File: config.mk
export PLATFORM = sky130hd
export DESIGN_NAME = alu_exec_seq
export DESIGN_NICKNAME = d
export VERILOG_FILES = /design/src/rtl/alu_exec_seq_pkg.sv /design/src/rtl/alu_exec_seq_mdu.sv /design/src/rtl/alu_exec_seq.sv
export SDC_FILE = /design/constraint.sdc
export NUM_CORES = 1
export LEC_CHECK = 0
export BUFFER_PORTS_ARGS = -buffer_cell sky130_fd_sc_hd__clkbuf_2
export CAP_MARGIN = 10
export CORE_MARGIN = 2
export CORE_UTILIZATION = 45
export CTS_BUF_LIST = sky130_fd_sc_hd__clkbuf_16
export DETAILED_ROUTE_END_ITERATION = 16
export GPL_TIMING_DRIVEN = 0
export HOLD_SLACK_MARGIN = 0.1
export PLACE_DENSITY = 0.69
export SETUP_SLACK_MARGIN = 0.1
export SKIP_LAST_GASP = 1
export SLEW_MARGIN = 20
export SYNTH_ARGS = -nofsm -noshare
export SYNTH_HDL_FRONTEND = slang
export SYNTH_SLANG_ARGS = --single-unit
File: constraint.sdc
create_clock -name clk -period 7.58 [get_ports clk]
set_input_delay 0.758 -clock clk [delete_from_list [all_inputs] [get_ports clk]]
set_output_delay 0.758 -clock clk [all_outputs]
set_load 0.02 [all_outputs]
File: src/rtl/alu_exec_seq_pkg.sv
// alu_exec_seq_pkg: shared encodings for the sequential execute unit.
// Holds ALU op codes (including PASS), base and M-extension funct3 codes,
// op-class codes, FSM state encodings and small decode helpers.
package alu_exec_seq_pkg;

  // Op class carried on op_in
  localparam logic [1:0] OPC_ADD = 2'b00;
  localparam logic [1:0] OPC_SUB = 2'b01;
  localparam logic [1:0] OPC_R   = 2'b10;
  localparam logic [1:0] OPC_I   = 2'b11;

  // Base integer funct3 codes
  localparam logic [2:0] F3_ADD_SUB = 3'b000;
  localparam logic [2:0] F3_SLL     = 3'b001;
  localparam logic [2:0] F3_SLT     = 3'b010;
  localparam logic [2:0] F3_SLTU    = 3'b011;
  localparam logic [2:0] F3_XOR     = 3'b100;
  localparam logic [2:0] F3_SR      = 3'b101;
  localparam logic [2:0] F3_OR      = 3'b110;
  localparam logic [2:0] F3_AND     = 3'b111;

  // Decoded ALU code reported on alu_op. All M operations share ALU_MDU;
  // the specific M operation travels separately as md_op_e.
  typedef enum logic [3:0] {
    ALU_ADD  = 4'd0,
    ALU_SUB  = 4'd1,
    ALU_AND  = 4'd2,
    ALU_OR   = 4'd3,
    ALU_XOR  = 4'd4,
    ALU_SLL  = 4'd5,
    ALU_SRL  = 4'd6,
    ALU_SRA  = 4'd7,
    ALU_SLT  = 4'd8,
    ALU_SLTU = 4'd9,
    ALU_PASS = 4'd10,
    ALU_MDU  = 4'd11
  } alu_op_e;

  // M-extension funct3 codes
  typedef enum logic [2:0] {
    MD_MUL    = 3'b000,
    MD_MULH   = 3'b001,
    MD_MULHSU = 3'b010,
    MD_MULHU  = 3'b011,
    MD_DIV    = 3'b100,
    MD_DIVU   = 3'b101,
    MD_REM    = 3'b110,
    MD_REMU   = 3'b111
  } md_op_e;

  typedef enum logic [1:0] {
    ST_IDLE = 2'd0,
    ST_CALC = 2'd1,
    ST_DONE = 2'd2
  } state_e;

  // Base op for a funct3 when bit 30 does not select SUB/SRA
  function automatic alu_op_e base_op(input logic [2:0] f3);
    case (f3)
      F3_ADD_SUB: base_op = ALU_ADD;
      F3_SLL:     base_op = ALU_SLL;
      F3_SLT:     base_op = ALU_SLT;
      F3_SLTU:    base_op = ALU_SLTU;
      F3_XOR:     base_op = ALU_XOR;
      F3_SR:      base_op = ALU_SRL;
      F3_OR:      base_op = ALU_OR;
      default:    base_op = ALU_AND;
    endcase
  endfunction

  function automatic logic md_a_signed(input md_op_e op);
    md_a_signed = (op == MD_MULH) || (op == MD_MULHSU) ||
                  (op == MD_DIV)  || (op == MD_REM);
  endfunction

  function automatic logic md_b_signed(input md_op_e op);
    md_b_signed = (op == MD_MULH) || (op == MD_DIV) || (op == MD_REM);
  endfunction

endpackage

File: src/rtl/alu_exec_seq_mdu.sv
// mdu_iter: iterative multiply/divide datapath, one bit per cycle.
// Operands are reduced to magnitudes on start; the sign is applied to the
// final iteration's values so the result is ready on the done cycle.
// Ports:
//   clk, rst      clock, synchronous active-high reset (aborts any operation)
//   i_start       load operands and begin XLEN iterations
//   i_op          M operation (md_op_e)
//   i_a, i_b      rs1 / rs2 operands
//   o_done        high during the last iteration cycle
//   o_result      final result, valid while o_done is high
module mdu_iter
  import alu_exec_seq_pkg::*;
#(
  parameter int unsigned XLEN = 32
) (
  input  logic            clk,
  input  logic            rst,
  input  logic            i_start,
  input  md_op_e          i_op,
  input  logic [XLEN-1:0] i_a,
  input  logic [XLEN-1:0] i_b,
  output logic            o_done,
  output logic [XLEN-1:0] o_result
);

  localparam int unsigned CW = $clog2(XLEN);

  logic            r_busy;
  logic [CW-1:0]   r_cnt;
  logic [XLEN-1:0] r_hi;
  logic [XLEN-1:0] r_lo;
  logic [XLEN-1:0] r_mcand;
  md_op_e          r_op;
  logic            r_neg;

  logic            w_a_neg;
  logic            w_b_neg;
  logic [XLEN-1:0] w_a_mag;
  logic [XLEN-1:0] w_b_mag;
  logic            w_neg;

  logic [XLEN:0]   w_sum;
  logic [XLEN:0]   w_rs;
  logic [XLEN:0]   w_diff;
  logic [XLEN-1:0] w_hi_n;
  logic [XLEN-1:0] w_lo_n;
  logic [2*XLEN-1:0] w_prod;
  logic [2*XLEN-1:0] w_prod_fix;
  logic [XLEN-1:0] w_q;
  logic [XLEN-1:0] w_r;

  // Operand preparation for start
  always_comb begin
    w_a_neg = md_a_signed(i_op) && i_a[XLEN-1];
    w_b_neg = md_b_signed(i_op) && i_b[XLEN-1];
    w_a_mag = w_a_neg ? -i_a : i_a;
    w_b_mag = w_b_neg ? -i_b : i_b;
    // Remainder sign follows the dividend only
    w_neg   = (i_op == MD_REM) ? w_a_neg : (w_a_neg ^ w_b_neg);
  end

  // One iteration: shift-add for multiply (product builds in {hi,lo} from
  // the top), restoring step for divide (remainder in hi, quotient into lo).
  always_comb begin
    w_sum  = {1'b0, r_hi} + (r_lo[0] ? {1'b0, r_mcand} : '0);
    w_rs   = {r_hi, r_lo[XLEN-1]};
    w_diff = w_rs - {1'b0, r_mcand};
    if (r_op[2]) begin
      if (!w_diff[XLEN]) begin
        w_hi_n = w_diff[XLEN-1:0];
        w_lo_n = {r_lo[XLEN-2:0], 1'b1};
      end else begin
        w_hi_n = w_rs[XLEN-1:0];
        w_lo_n = {r_lo[XLEN-2:0], 1'b0};
      end
    end else begin
      w_hi_n = w_sum[XLEN:1];
      w_lo_n = {w_sum[0], r_lo[XLEN-1:1]};
    end
  end

  always_comb begin
    w_prod     = {w_hi_n, w_lo_n};
    w_prod_fix = r_neg ? -w_prod : w_prod;
    w_q        = r_neg ? -w_lo_n : w_lo_n;
    w_r        = r_neg ? -w_hi_n : w_hi_n;
    case (r_op)
      MD_MUL:                       o_result = w_prod_fix[XLEN-1:0];
      MD_MULH, MD_MULHSU, MD_MULHU: o_result = w_prod_fix[2*XLEN-1:XLEN];
      MD_DIV, MD_DIVU:              o_result = w_q;
      default:                      o_result = w_r;
    endcase
    o_done = r_busy && (r_cnt == CW'(XLEN - 1));
  end

  always_ff @(posedge clk) begin
    if (rst) begin
      r_busy  <= 1'b0;
      r_cnt   <= '0;
      r_hi    <= '0;
      r_lo    <= '0;
      r_mcand <= '0;
      r_op    <= MD_MUL;
      r_neg   <= 1'b0;
    end else if (i_start) begin
      r_busy  <= 1'b1;
      r_cnt   <= '0;
      r_hi    <= '0;
      r_lo    <= i_op[2] ? w_a_mag : w_b_mag;
      r_mcand <= i_op[2] ? w_b_mag : w_a_mag;
      r_op    <= i_op;
      r_neg   <= w_neg;
    end else if (r_busy) begin
      r_hi  <= w_hi_n;
      r_lo  <= w_lo_n;
      r_cnt <= r_cnt + CW'(1);
      if (o_done) r_busy <= 1'b0;
    end
  end

endmodule

File: src/rtl/alu_exec_seq.sv
// alu_exec_seq: sequential execute unit. Decodes the request, computes base
// ALU ops in one cycle, and runs M operations through mdu_iter.
// Ports:
//   clk, rst                 clock, synchronous active-high reset
//   op_in, funct3,
//   funct7_5, funct7_0       op class and instruction fields
//   a, b                     rs1 and rs2/imm operands
//   in_valid / in_ready      request handshake
//   out_valid                one-cycle completion pulse
//   result, alu_op           registered result and decoded ALU code
//   busy                     high while an iterative M op runs
module alu_exec_seq
  import alu_exec_seq_pkg::*;
#(
  parameter int unsigned XLEN = 32,
  parameter int unsigned SHW  = $clog2(XLEN)
) (
  input  logic            clk,
  input  logic            rst,
  input  logic [1:0]      op_in,
  input  logic [2:0]      funct3,
  input  logic            funct7_5,
  input  logic            funct7_0,
  input  logic [XLEN-1:0] a,
  input  logic [XLEN-1:0] b,
  input  logic            in_valid,
  output logic            in_ready,
  output logic            out_valid,
  output logic [XLEN-1:0] result,
  output logic [3:0]      alu_op,
  output logic            busy
);

  state_e          r_state;
  state_e          w_state_next;
  alu_op_e         r_alu_op;
  logic [XLEN-1:0] r_result;

  alu_op_e         w_alu_op;
  logic            w_is_md;
  md_op_e          w_md_op;
  logic [XLEN-1:0] w_base_res;
  logic [SHW-1:0]  w_shamt;
  logic            w_accept;
  logic            w_div_zero;
  logic            w_div_ovf;
  logic            w_special;
  logic [XLEN-1:0] w_special_res;
  logic            w_mdu_start;
  logic            w_mdu_done;
  logic [XLEN-1:0] w_mdu_res;

  // Decode
  always_comb begin
    w_alu_op = ALU_PASS;
    w_is_md  = 1'b0;
    w_md_op  = md_op_e'(funct3);
    case (op_in)
      OPC_ADD: w_alu_op = ALU_ADD;
      OPC_SUB: w_alu_op = ALU_SUB;
      OPC_R: begin
        if (!funct7_0) begin
          if (!funct7_5)                w_alu_op = base_op(funct3);
          else if (funct3 == F3_ADD_SUB) w_alu_op = ALU_SUB;
          else if (funct3 == F3_SR)      w_alu_op = ALU_SRA;
          else                           w_alu_op = ALU_PASS;
        end else if (!funct7_5) begin
          w_alu_op = ALU_MDU;
          w_is_md  = 1'b1;
        end
      end
      default: begin
        if ((funct3 == F3_SR) && funct7_5) w_alu_op = ALU_SRA;
        else                               w_alu_op = base_op(funct3);
      end
    endcase
  end

  // Base ALU
  always_comb begin
    w_shamt = b[SHW-1:0];
    case (w_alu_op)
      ALU_ADD:  w_base_res = a + b;
      ALU_SUB:  w_base_res = a - b;
      ALU_AND:  w_base_res = a & b;
      ALU_OR:   w_base_res = a | b;
      ALU_XOR:  w_base_res = a ^ b;
      ALU_SLL:  w_base_res = a << w_shamt;
      ALU_SRL:  w_base_res = a >> w_shamt;
      ALU_SRA:  w_base_res = $unsigned($signed(a) >>> w_shamt);
      ALU_SLT:  w_base_res = {{(XLEN-1){1'b0}}, ($signed(a) < $signed(b))};
      ALU_SLTU: w_base_res = {{(XLEN-1){1'b0}}, (a < b)};
      default:  w_base_res = b;
    endcase
  end

  // Divide corner cases resolve without iterating
  always_comb begin
    w_div_zero = w_is_md && w_md_op[2] && (b == '0);
    w_div_ovf  = w_is_md && w_md_op[2] && !w_md_op[0] &&
                 (a == {1'b1, {(XLEN-1){1'b0}}}) && (b == '1);
    w_special  = w_div_zero || w_div_ovf;
    if (w_div_zero) w_special_res = w_md_op[1] ? a : '1;
    else            w_special_res = w_md_op[1] ? '0 : a;
  end

  always_comb begin
    w_accept    = in_valid && (r_state != ST_CALC);
    w_mdu_start = w_accept && w_is_md && !w_special;
  end

  mdu_iter #(
    .XLEN(XLEN)
  ) u_mdu (
    .clk      (clk),
    .rst      (rst),
    .i_start  (w_mdu_start),
    .i_op     (w_md_op),
    .i_a      (a),
    .i_b      (b),
    .o_done   (w_mdu_done),
    .o_result (w_mdu_res)
  );

  // FSM next state and outputs
  always_comb begin
    w_state_next = r_state;
    in_ready     = 1'b1;
    out_valid    = 1'b0;
    busy         = 1'b0;
    case (r_state)
      ST_IDLE, ST_DONE: begin
        out_valid = (r_state == ST_DONE);
        if (w_accept) w_state_next = w_mdu_start ? ST_CALC : ST_DONE;
        else          w_state_next = ST_IDLE;
      end
      ST_CALC: begin
        in_ready = 1'b0;
        busy     = 1'b1;
        if (w_mdu_done) w_state_next = ST_DONE;
      end
      default: w_state_next = ST_IDLE;
    endcase
    result = r_result;
    alu_op = r_alu_op;
  end

  always_ff @(posedge clk) begin
    if (rst) begin
      r_state  <= ST_IDLE;
      r_result <= '0;
      r_alu_op <= ALU_PASS;
    end else begin
      r_state <= w_state_next;
      if (w_accept) begin
        r_alu_op <= w_alu_op;
        if (!w_is_md)       r_result <= w_base_res;
        else if (w_special) r_result <= w_special_res;
      end else if ((r_state == ST_CALC) && w_mdu_done) begin
        r_result <= w_mdu_res;
      end
    end
  end

endmodule

==> flow_summary_export.csv, run 1 <==
group,metric,value,unit
floorplanning,coreArea,54900,sq um
critical_path,cp.arrival,8030,ps
logic_synthesis,synth-seq-cells,144,
sta,slew_headroom,11.1,%
layout,final_cell_count_no_fill,4436,
global_route,grt_pass1_vias,29900,
global_route,grt_start_max_net_pins,20,
logic_synthesis,synth_top_area_cell,"sky130_fd_sc_hd__dfxtp_1",
critical_path,startpoint_type,"flop",
drt,detailroute.via_count,31600,
sta,min_hold_slack,447,ps
sta,worstMarginPinSlew,1320,ps
pwr,switching_power,1890,uW
drt,remaining_antenna_violation_count,0,
logic_synthesis,synthCells,3583,
layout,multi_input_area,20300,sq um
critical_path,critPathSlowestCell,"sky130_fd_sc_hd__buf_1",
global_route,globalRoute.totalOverflow,0,
critical_path,worst_r2r_startpoint,"u_mdu.r_op[2]",
place,globalplace.congestion,1.16,
place,numPlacedInstances,4398,
sta,grt_setup_unrepaired,"yes",
global_route,grt_pass1_wl,211000,microns
critical_path,worstReg2RegEnd,"result[10]",
layout,ff_latch_area,2880,sq um
layout,finish.net_count,3961,
logic_synthesis,synth-async-reset-ratio,0,%
sta,timing.final.hold_violations,0,
logic_synthesis,ys_top_cells_by_area,"sky130_fd_sc_hd__dfxtp_1 (12%), sky130_fd_sc_hd__ha_1 (8.4%), sky130_fd_sc_hd__a21oi_1 (6.9%), sky130_fd_sc_hd__nor2_1 (5.9%), sky130_fd_sc_hd__nand2_1 (5.7%)",
logic_synthesis,edff_count_synth,0,
pwr,powerDensity,139,nW/um^2
logic_synthesis,synth_top_flop_cell,"sky130_fd_sc_hd__dfxtp_1",
drt,detailedRoute.firstPassIterationCount,7,
pwr,share_clk_of_total_power,24.0,%
logic_synthesis,syn_area,24900,sq um
layout,final.fill_count,5809,
sta,final.setup.worst_slack,-63.9,ps
layout,most_common_cell_after_layout_fill_and_taps_aside,"sky130_fd_sc_hd__nor2_1",
pwr,p_comb_share,54.2,%
sta,timing.fmax,131,MHz
logic_synthesis,yosysTopAreaCellShare,11.6,%
drt,avgViaCountPerCell,7.12,
drt,detail_route.wirelength,150000,microns
clocking,cts.clk_slew.worst_paths,70,ps
sta,final.setup_skew,14.5,ps
layout,post_route_cells_drive_above_1_share,8.72,%
min_path,min_to,"result[0]",
logic_synthesis,syn_avg_cell_area,6.95,sq um
critical_path,reg2reg_setup_slack,-60,ps
pwr,seq_power_share,21.8,%
pwr,ir_drop,0.170,mV
critical_path,crit_path_cell_trace,"buf_4 > buf_6 > buf_6 > buf_6 > clkbuf_1 > buf_2 > buf_2 > buf_2 > buf_2 > buf_1 > buf_2 > a21oi_1 > inv_1 > ha_1 > inv_1 > a211oi_1 > buf_2 > a311oi_1 > o311ai_2 > o21ai_0 > a211oi_1",
critical_path,worst-path-max-fanout,10,
clocking,clk_root_buffer_cell,"sky130_fd_sc_hd__clkbuf_16",
layout,area_growth,8.53,%
clocking,tritoncts,"yes",
layout,most-common-layout-cells,"sky130_fd_sc_hd__nor2_1 (388), sky130_fd_sc_hd__nand2_1 (376), sky130_fd_sc_hd__a21oi_1 (340)",
min_path,min_path_cells,2,
run_status,run_status,"finished with violations",
sta,finalSetupViolations,1,
clocking,clock-sinks,144,
logic_synthesis,synth.distinct_cells,118,
clocking,clockBufferDepth,2,
sta,timing.final.crit_period,7640,ps
min_path,hold_start,"result[0]",
logic_synthesis,mappedNetlistNets,3829,
sta,post-route-period-util,101,%
sta,maxSlewViolCount,0,
floorplanning,dieHeight,239,microns
floorplanning,io_pins,113,
place,io_buffers,111,
drt,drtIter0Drc,4414,
pwr,p_sw_share,50.5,%
clocking,worst_skew_pair.late_latency,480,ps
floorplanning,placement_rows,86,
place,place_hpwl,119000,microns
critical_path,worstPathRequired,7970,ps
critical_path,depth_of_the_worst_register_to_register_path,21,
logic_synthesis,sequential_fraction_of_the_synthesis_area,11.6,%
flow_run,maxCapViolCount,0,
critical_path,end_kind,"flop",
clocking,cts_inserted_buffers,17,
floorplanning,floorplan.initialDensity,45.4,%
pwr,p_leak,0.0103,uW
critical_path,timing.critical_path.mode_cell,"sky130_fd_sc_hd__buf_2",
logic_synthesis,synthesis.yosys.warnings,0,
critical_path,cpPeakStageDelay,840,ps
min_path,worst_hold_check_path_type,"flop to flop",
place,dpl_worst_slack,-759,ps
floorplanning,design.die.area,57300,sq um
clocking,h-tree-depth,4,
global_route,grtUsageTotal,51.2,%
global_route,initial_antenna_violation_count,13,
drt,route.detailed.drc,0,
floorplanning,die_x,239,microns
run_status,violations,"negative setup slack",
critical_path,timing.setup.critical_path_class,"flop to flop",
pwr,power_report.internal_total,1860,uW
drt,post_drt_wl_per_cell,33.7,microns
[synth_stat cells, drive strengths merged (57+ instances only)]
| cell | number |
|---|---|
| nor3 | 75 |
| nand3 | 75 |
| nor2 | 394 |
| nand2 | 378 |
| inv | 165 |
| o211ai | 143 |
| buf | 57 |
| ha | 168 |
| clkbuf | 212 |
| o21ai | 268 |
| dfxtp | 144 |
| a211oi | 89 |
| xnor2 | 130 |
| mux2i | 96 |
| a21oi | 347 |
[cells by family after synthesis]
family | synth area share, %
compound gates | 34.4
simple gates | 22.1
buf+inv | 7.03
fa+ha+maj | 9.80
xor+xnor | 5.98
mux | 9.06
flops | 11.6
[power by group through the flow]
stage                     clock (uW)  combinational (uW)  sequential (uW)
final                            901                2030              816
after global routing             919                2080              817
after CTS                        887                1880              813
after detailed placement           0                1870              830
after global placement             0                1880              830
after floorplan                    0                1150              837
[flip-flops by register name, indices dropped and copies added, names as in the netlist]
name,flops
u_mdu.r_neg,1
u_mdu.r_busy,1
result,32
u_mdu.r_mcand,32
u_mdu.r_lo,32
r_state,2
u_mdu.r_cnt,5
u_mdu.r_op,3
u_mdu.r_hi,32
alu_op,4
[per-layer routing]
metal	GRT usage, %	vias up	share of wire (%)
met5	0	-	0.037
met4	55.1	8	13
met3	18.3	1040	12
met2	78.5	2574	43
met1	52.2	14400	32
li1	-	13600	-
[through the flow]
stage               instance area [sq um]  setup TNS (ps)  util (%)  power [uW]
floorplan                           24900               0         -        1990
global placement                    26300           -3370      48.0        2710
detailed placement                  26400           -3380      48.0        2700
CTS                                 27000               0      49.1        3570
global route                        27000               0      49.3        3820
finish                              27000           -63.9      49.3        3750
[final cells by class]
type | instances | share of cell area (%)
multi-input combinational | 3002 | 75.2
sequential | 144 | 10.7
buffer | 268 | 4.15
tap | 704 | 3.26
inverter | 168 | 2.33
timing repair buffer | 114 | 2.18
clock buffer | 17 | 1.57
clock inverter | 15 | 0.634
antenna | 4 | 0.0370
[worst max path at each step]
stage | startpoint | to | slack (ps) | cells after the start
floorplan | u_mdu.r_op[2] | result[6] | 2260 | 22
global placement | u_mdu.r_op[2] | result[10] | -740 | 22
detailed placement | u_mdu.r_op[2] | result[10] | -760 | 22
CTS | u_mdu.r_op[2] | result[10] | 150 | 21
global route | u_mdu.r_op[2] | result[10] | 30 | 21
finish | u_mdu.r_op[2] | result[10] | -60 | 21
[repair_timing]
| action | in CTS | in global routing |
|---|---|---|
| buffers inserted | 0 | 2 |
| resized for setup | 4 | 9 |
| cloned | 0 | 0 |
| endpoints found under the setup margin | 13 | 14 |
| pin swaps | 0 | 1 |
| hold buffers | 0 | 0 |
[critical path: cells and delay by family (launching register included)]
kind | cells | cell delay, ps
adders and majority gates | 1 | 180
DFF | 1 | 320
buffers and inverters | 14 | 4860
AOI/OAI and AO/OA | 6 | 2160
No activity file was read; power rests on OpenSTA's default activity.
==> run 2, diff against run 1 <==
--- a/config.mk
+++ b/config.mk
@@ -8,12 +8,12 @@
 export BUFFER_PORTS_ARGS = -buffer_cell sky130_fd_sc_hd__clkbuf_2
 export CAP_MARGIN = 10
 export CORE_MARGIN = 2
-export CORE_UTILIZATION = 45
+export CORE_UTILIZATION = 40
 export CTS_BUF_LIST = sky130_fd_sc_hd__clkbuf_16
 export DETAILED_ROUTE_END_ITERATION = 16
 export GPL_TIMING_DRIVEN = 0
 export HOLD_SLACK_MARGIN = 0.1
-export PLACE_DENSITY = 0.69
+export PLACE_DENSITY = 0.64
 export SETUP_SLACK_MARGIN = 0.1
 export SKIP_LAST_GASP = 1
 export SLEW_MARGIN = 20
==> flow_summary_export.csv, run 2 (synthesized netlist as in run 1, its figures left out) <==
group,metric,value,unit
clocking,h-tree-depth,4,
pwr,power_report.internal_total,1860,uW
run_status,run_status,"finished clean",
critical_path,reg2reg_setup_slack,160,ps
sta,slew_headroom,15.7,%
sta,worstMarginPinSlew,1270,ps
critical_path,worst_r2r_startpoint,"u_mdu.r_op[2]",
place,numPlacedInstances,4532,
clocking,cts_inserted_buffers,17,
pwr,p_comb_share,54.7,%
clocking,clock-sinks,144,
pwr,powerDensity,138,nW/um^2
floorplanning,floorplan.initialDensity,40.4,%
layout,final_cell_count_no_fill,4568,
clocking,cts.clk_slew.worst_paths,80,ps
layout,most_common_cell_after_layout_fill_and_taps_aside,"sky130_fd_sc_hd__nor2_1",
layout,finish.net_count,3963,
critical_path,timing.setup.critical_path_class,"primary input to flop",
drt,detailroute.via_count,31200,
sta,finalSetupViolations,0,
min_path,min_to,"result[0]",
critical_path,end_kind,"flop",
sta,post-route-period-util,99.4,%
drt,route.detailed.drc,0,
global_route,grt_start_max_net_pins,20,
pwr,seq_power_share,21.6,%
sta,grt_setup_unrepaired,"yes",
pwr,switching_power,1900,uW
pwr,p_sw_share,50.6,%
global_route,initial_antenna_violation_count,6,
global_route,grtUsageTotal,47.4,%
layout,area_growth,9.18,%
critical_path,worst-path-max-fanout,10,
sta,timing.final.crit_period,7540,ps
critical_path,depth_of_the_worst_register_to_register_path,23,
critical_path,worstReg2RegEnd,"result[2]",
clocking,clk_root_buffer_cell,"sky130_fd_sc_hd__clkbuf_16",
flow_run,maxCapViolCount,0,
place,globalplace.congestion,1.16,
clocking,tritoncts,"yes",
min_path,worst_hold_check_path_type,"flop to flop",
global_route,grt_pass1_wl,217000,microns
layout,most-common-layout-cells,"sky130_fd_sc_hd__nor2_1 (389), sky130_fd_sc_hd__nand2_1 (376), sky130_fd_sc_hd__a21oi_1 (341)",
layout,fin_util,44.2,%
sta,final.setup_skew,12.3,ps
pwr,p_leak,0.0104,uW
drt,avgViaCountPerCell,6.84,
place,io_buffers,111,
drt,drtIter0Drc,3402,
floorplanning,placement_rows,91,
layout,post_route_cells_drive_above_1_share,8.74,%
pwr,ir_drop,0.176,mV
sta,timing.final.hold_violations,0,
pwr,share_clk_of_total_power,23.7,%
place,place_hpwl,127000,microns
clocking,worst_skew_pair.late_latency,470,ps
drt,remaining_antenna_violation_count,0,
floorplanning,coreArea,61600,sq um
drt,post_drt_wl_per_cell,34.1,microns
layout,final.fill_count,6643,
floorplanning,design.die.area,64300,sq um
min_path,min_path_cells,2,
sta,timing.fmax,133,MHz
critical_path,worstPathRequired,7980,ps
clocking,number_of_hold_buffers_added_after_cts,0,
critical_path,cp.arrival,7930,ps
min_path,hold_start,"result[0]",
drt,detailedRoute.firstPassIterationCount,6,
global_route,grt_pass1_vias,30100,
global_route,globalRoute.totalOverflow,0,
floorplanning,dieHeight,254,microns
floorplanning,die_x,254,microns
clocking,clockBufferDepth,2,
sta,maxSlewViolCount,0,
drt,detail_route.wirelength,156000,microns
critical_path,startpoint_type,"primary input",
floorplanning,io_pins,113,
==> run 2: worst max-delay path, cell delays in order <==
cell and delay (ps):
sky130_fd_sc_hd__clkbuf_2 160, sky130_fd_sc_hd__clkbuf_1 350, sky130_fd_sc_hd__buf_1 460, sky130_fd_sc_hd__clkbuf_1 480, sky130_fd_sc_hd__inv_1 590, sky130_fd_sc_hd__ha_1 290, sky130_fd_sc_hd__or3b_2 500, sky130_fd_sc_hd__nor3_1 400
sky130_fd_sc_hd__and4_1 440, sky130_fd_sc_hd__and2_1 220, sky130_fd_sc_hd__nand2_1 340, sky130_fd_sc_hd__o211a_1 310, sky130_fd_sc_hd__a21oi_1 850, sky130_fd_sc_hd__clkbuf_1 780, sky130_fd_sc_hd__nand3_1 640, sky130_fd_sc_hd__a21oi_1 300
==> run 2: layout make-up <==
cell class	instances	area, sq um	area share [%]
buffer	268	1120	4.13
tap	837	1050	3.85
multi-input combinational	3002	20300	74.7
antenna	1	2.50	0.00920
clock buffer	17	425	1.56
sequential	144	2880	10.6
clock inverter	15	164	0.603
timing repair buffer	116	606	2.23
inverter	168	631	2.32
==> run 2: stage by stage <==
| stage | cell area (sq um) | power [uW] | worst slack (ps) | hold slack [ps] | setup TNS (ps) |
|---|---|---|---|---|---|
| after floorplan | 24900 | 1990 | 2260 | 432 | 0 |
| after global placement | 26500 | 2750 | -1030 | 437 | -6670 |
| after detailed placement | 26500 | 2740 | -1000 | 440 | -6490 |
| after CTS | 27100 | 3620 | 152 | 451 | 0 |
| after global routing | 27200 | 3840 | 58.7 | 470 | 0 |
| final | 27200 | 3760 | 42.7 | 447 | 0 |
==> run 2: worst max path at each step <==
stage | from | to | slack (ps) | cells after the start
2_1_floorplan | u_mdu.r_op[2] | result[6] | 2260 | 22
3_3_place_gp | u_mdu.r_op[2] | result[10] | -1030 | 22
3_5_place_dp | u_mdu.r_op[2] | result[10] | -1000 | 22
4_1_cts | b[0] | result[0] | 150 | 17
5_1_grt | u_mdu.r_lo[31] | result[2] | 60 | 24
6_report | b[0] | result[1] | 40 | 16
==> run 2: timing repair <==
action,in CTS,in global routing
endpoints found under the hold margin,0,0
endpoints found under the setup margin,16,10
resized for setup,6,7
pin swaps,0,2
buffers inserted,0,3
==> run 2: layer usage <==
metal | up-vias | GRT usage (%) | share of wire [%]
met1 | 14500 | 48.9 | 34
met3 | 900 | 11.2 | 8.9
met5 | - | 0.0772 | 0.012
met2 | 2246 | 75.4 | 44
li1 | 13600 | - | -
met4 | 2 | 52.7 | 13
==> run 2: power by group through the flow <==
stage | Combinational [uW] | Clock [uW] | Sequential (uW)
after floorplan | 1150 | 0 | 837
after global placement | 1920 | 0 | 828
after detailed placement | 1910 | 0 | 829
after CTS | 1920 | 884 | 811
after global routing | 2110 | 912 | 815
final | 2050 | 889 | 813
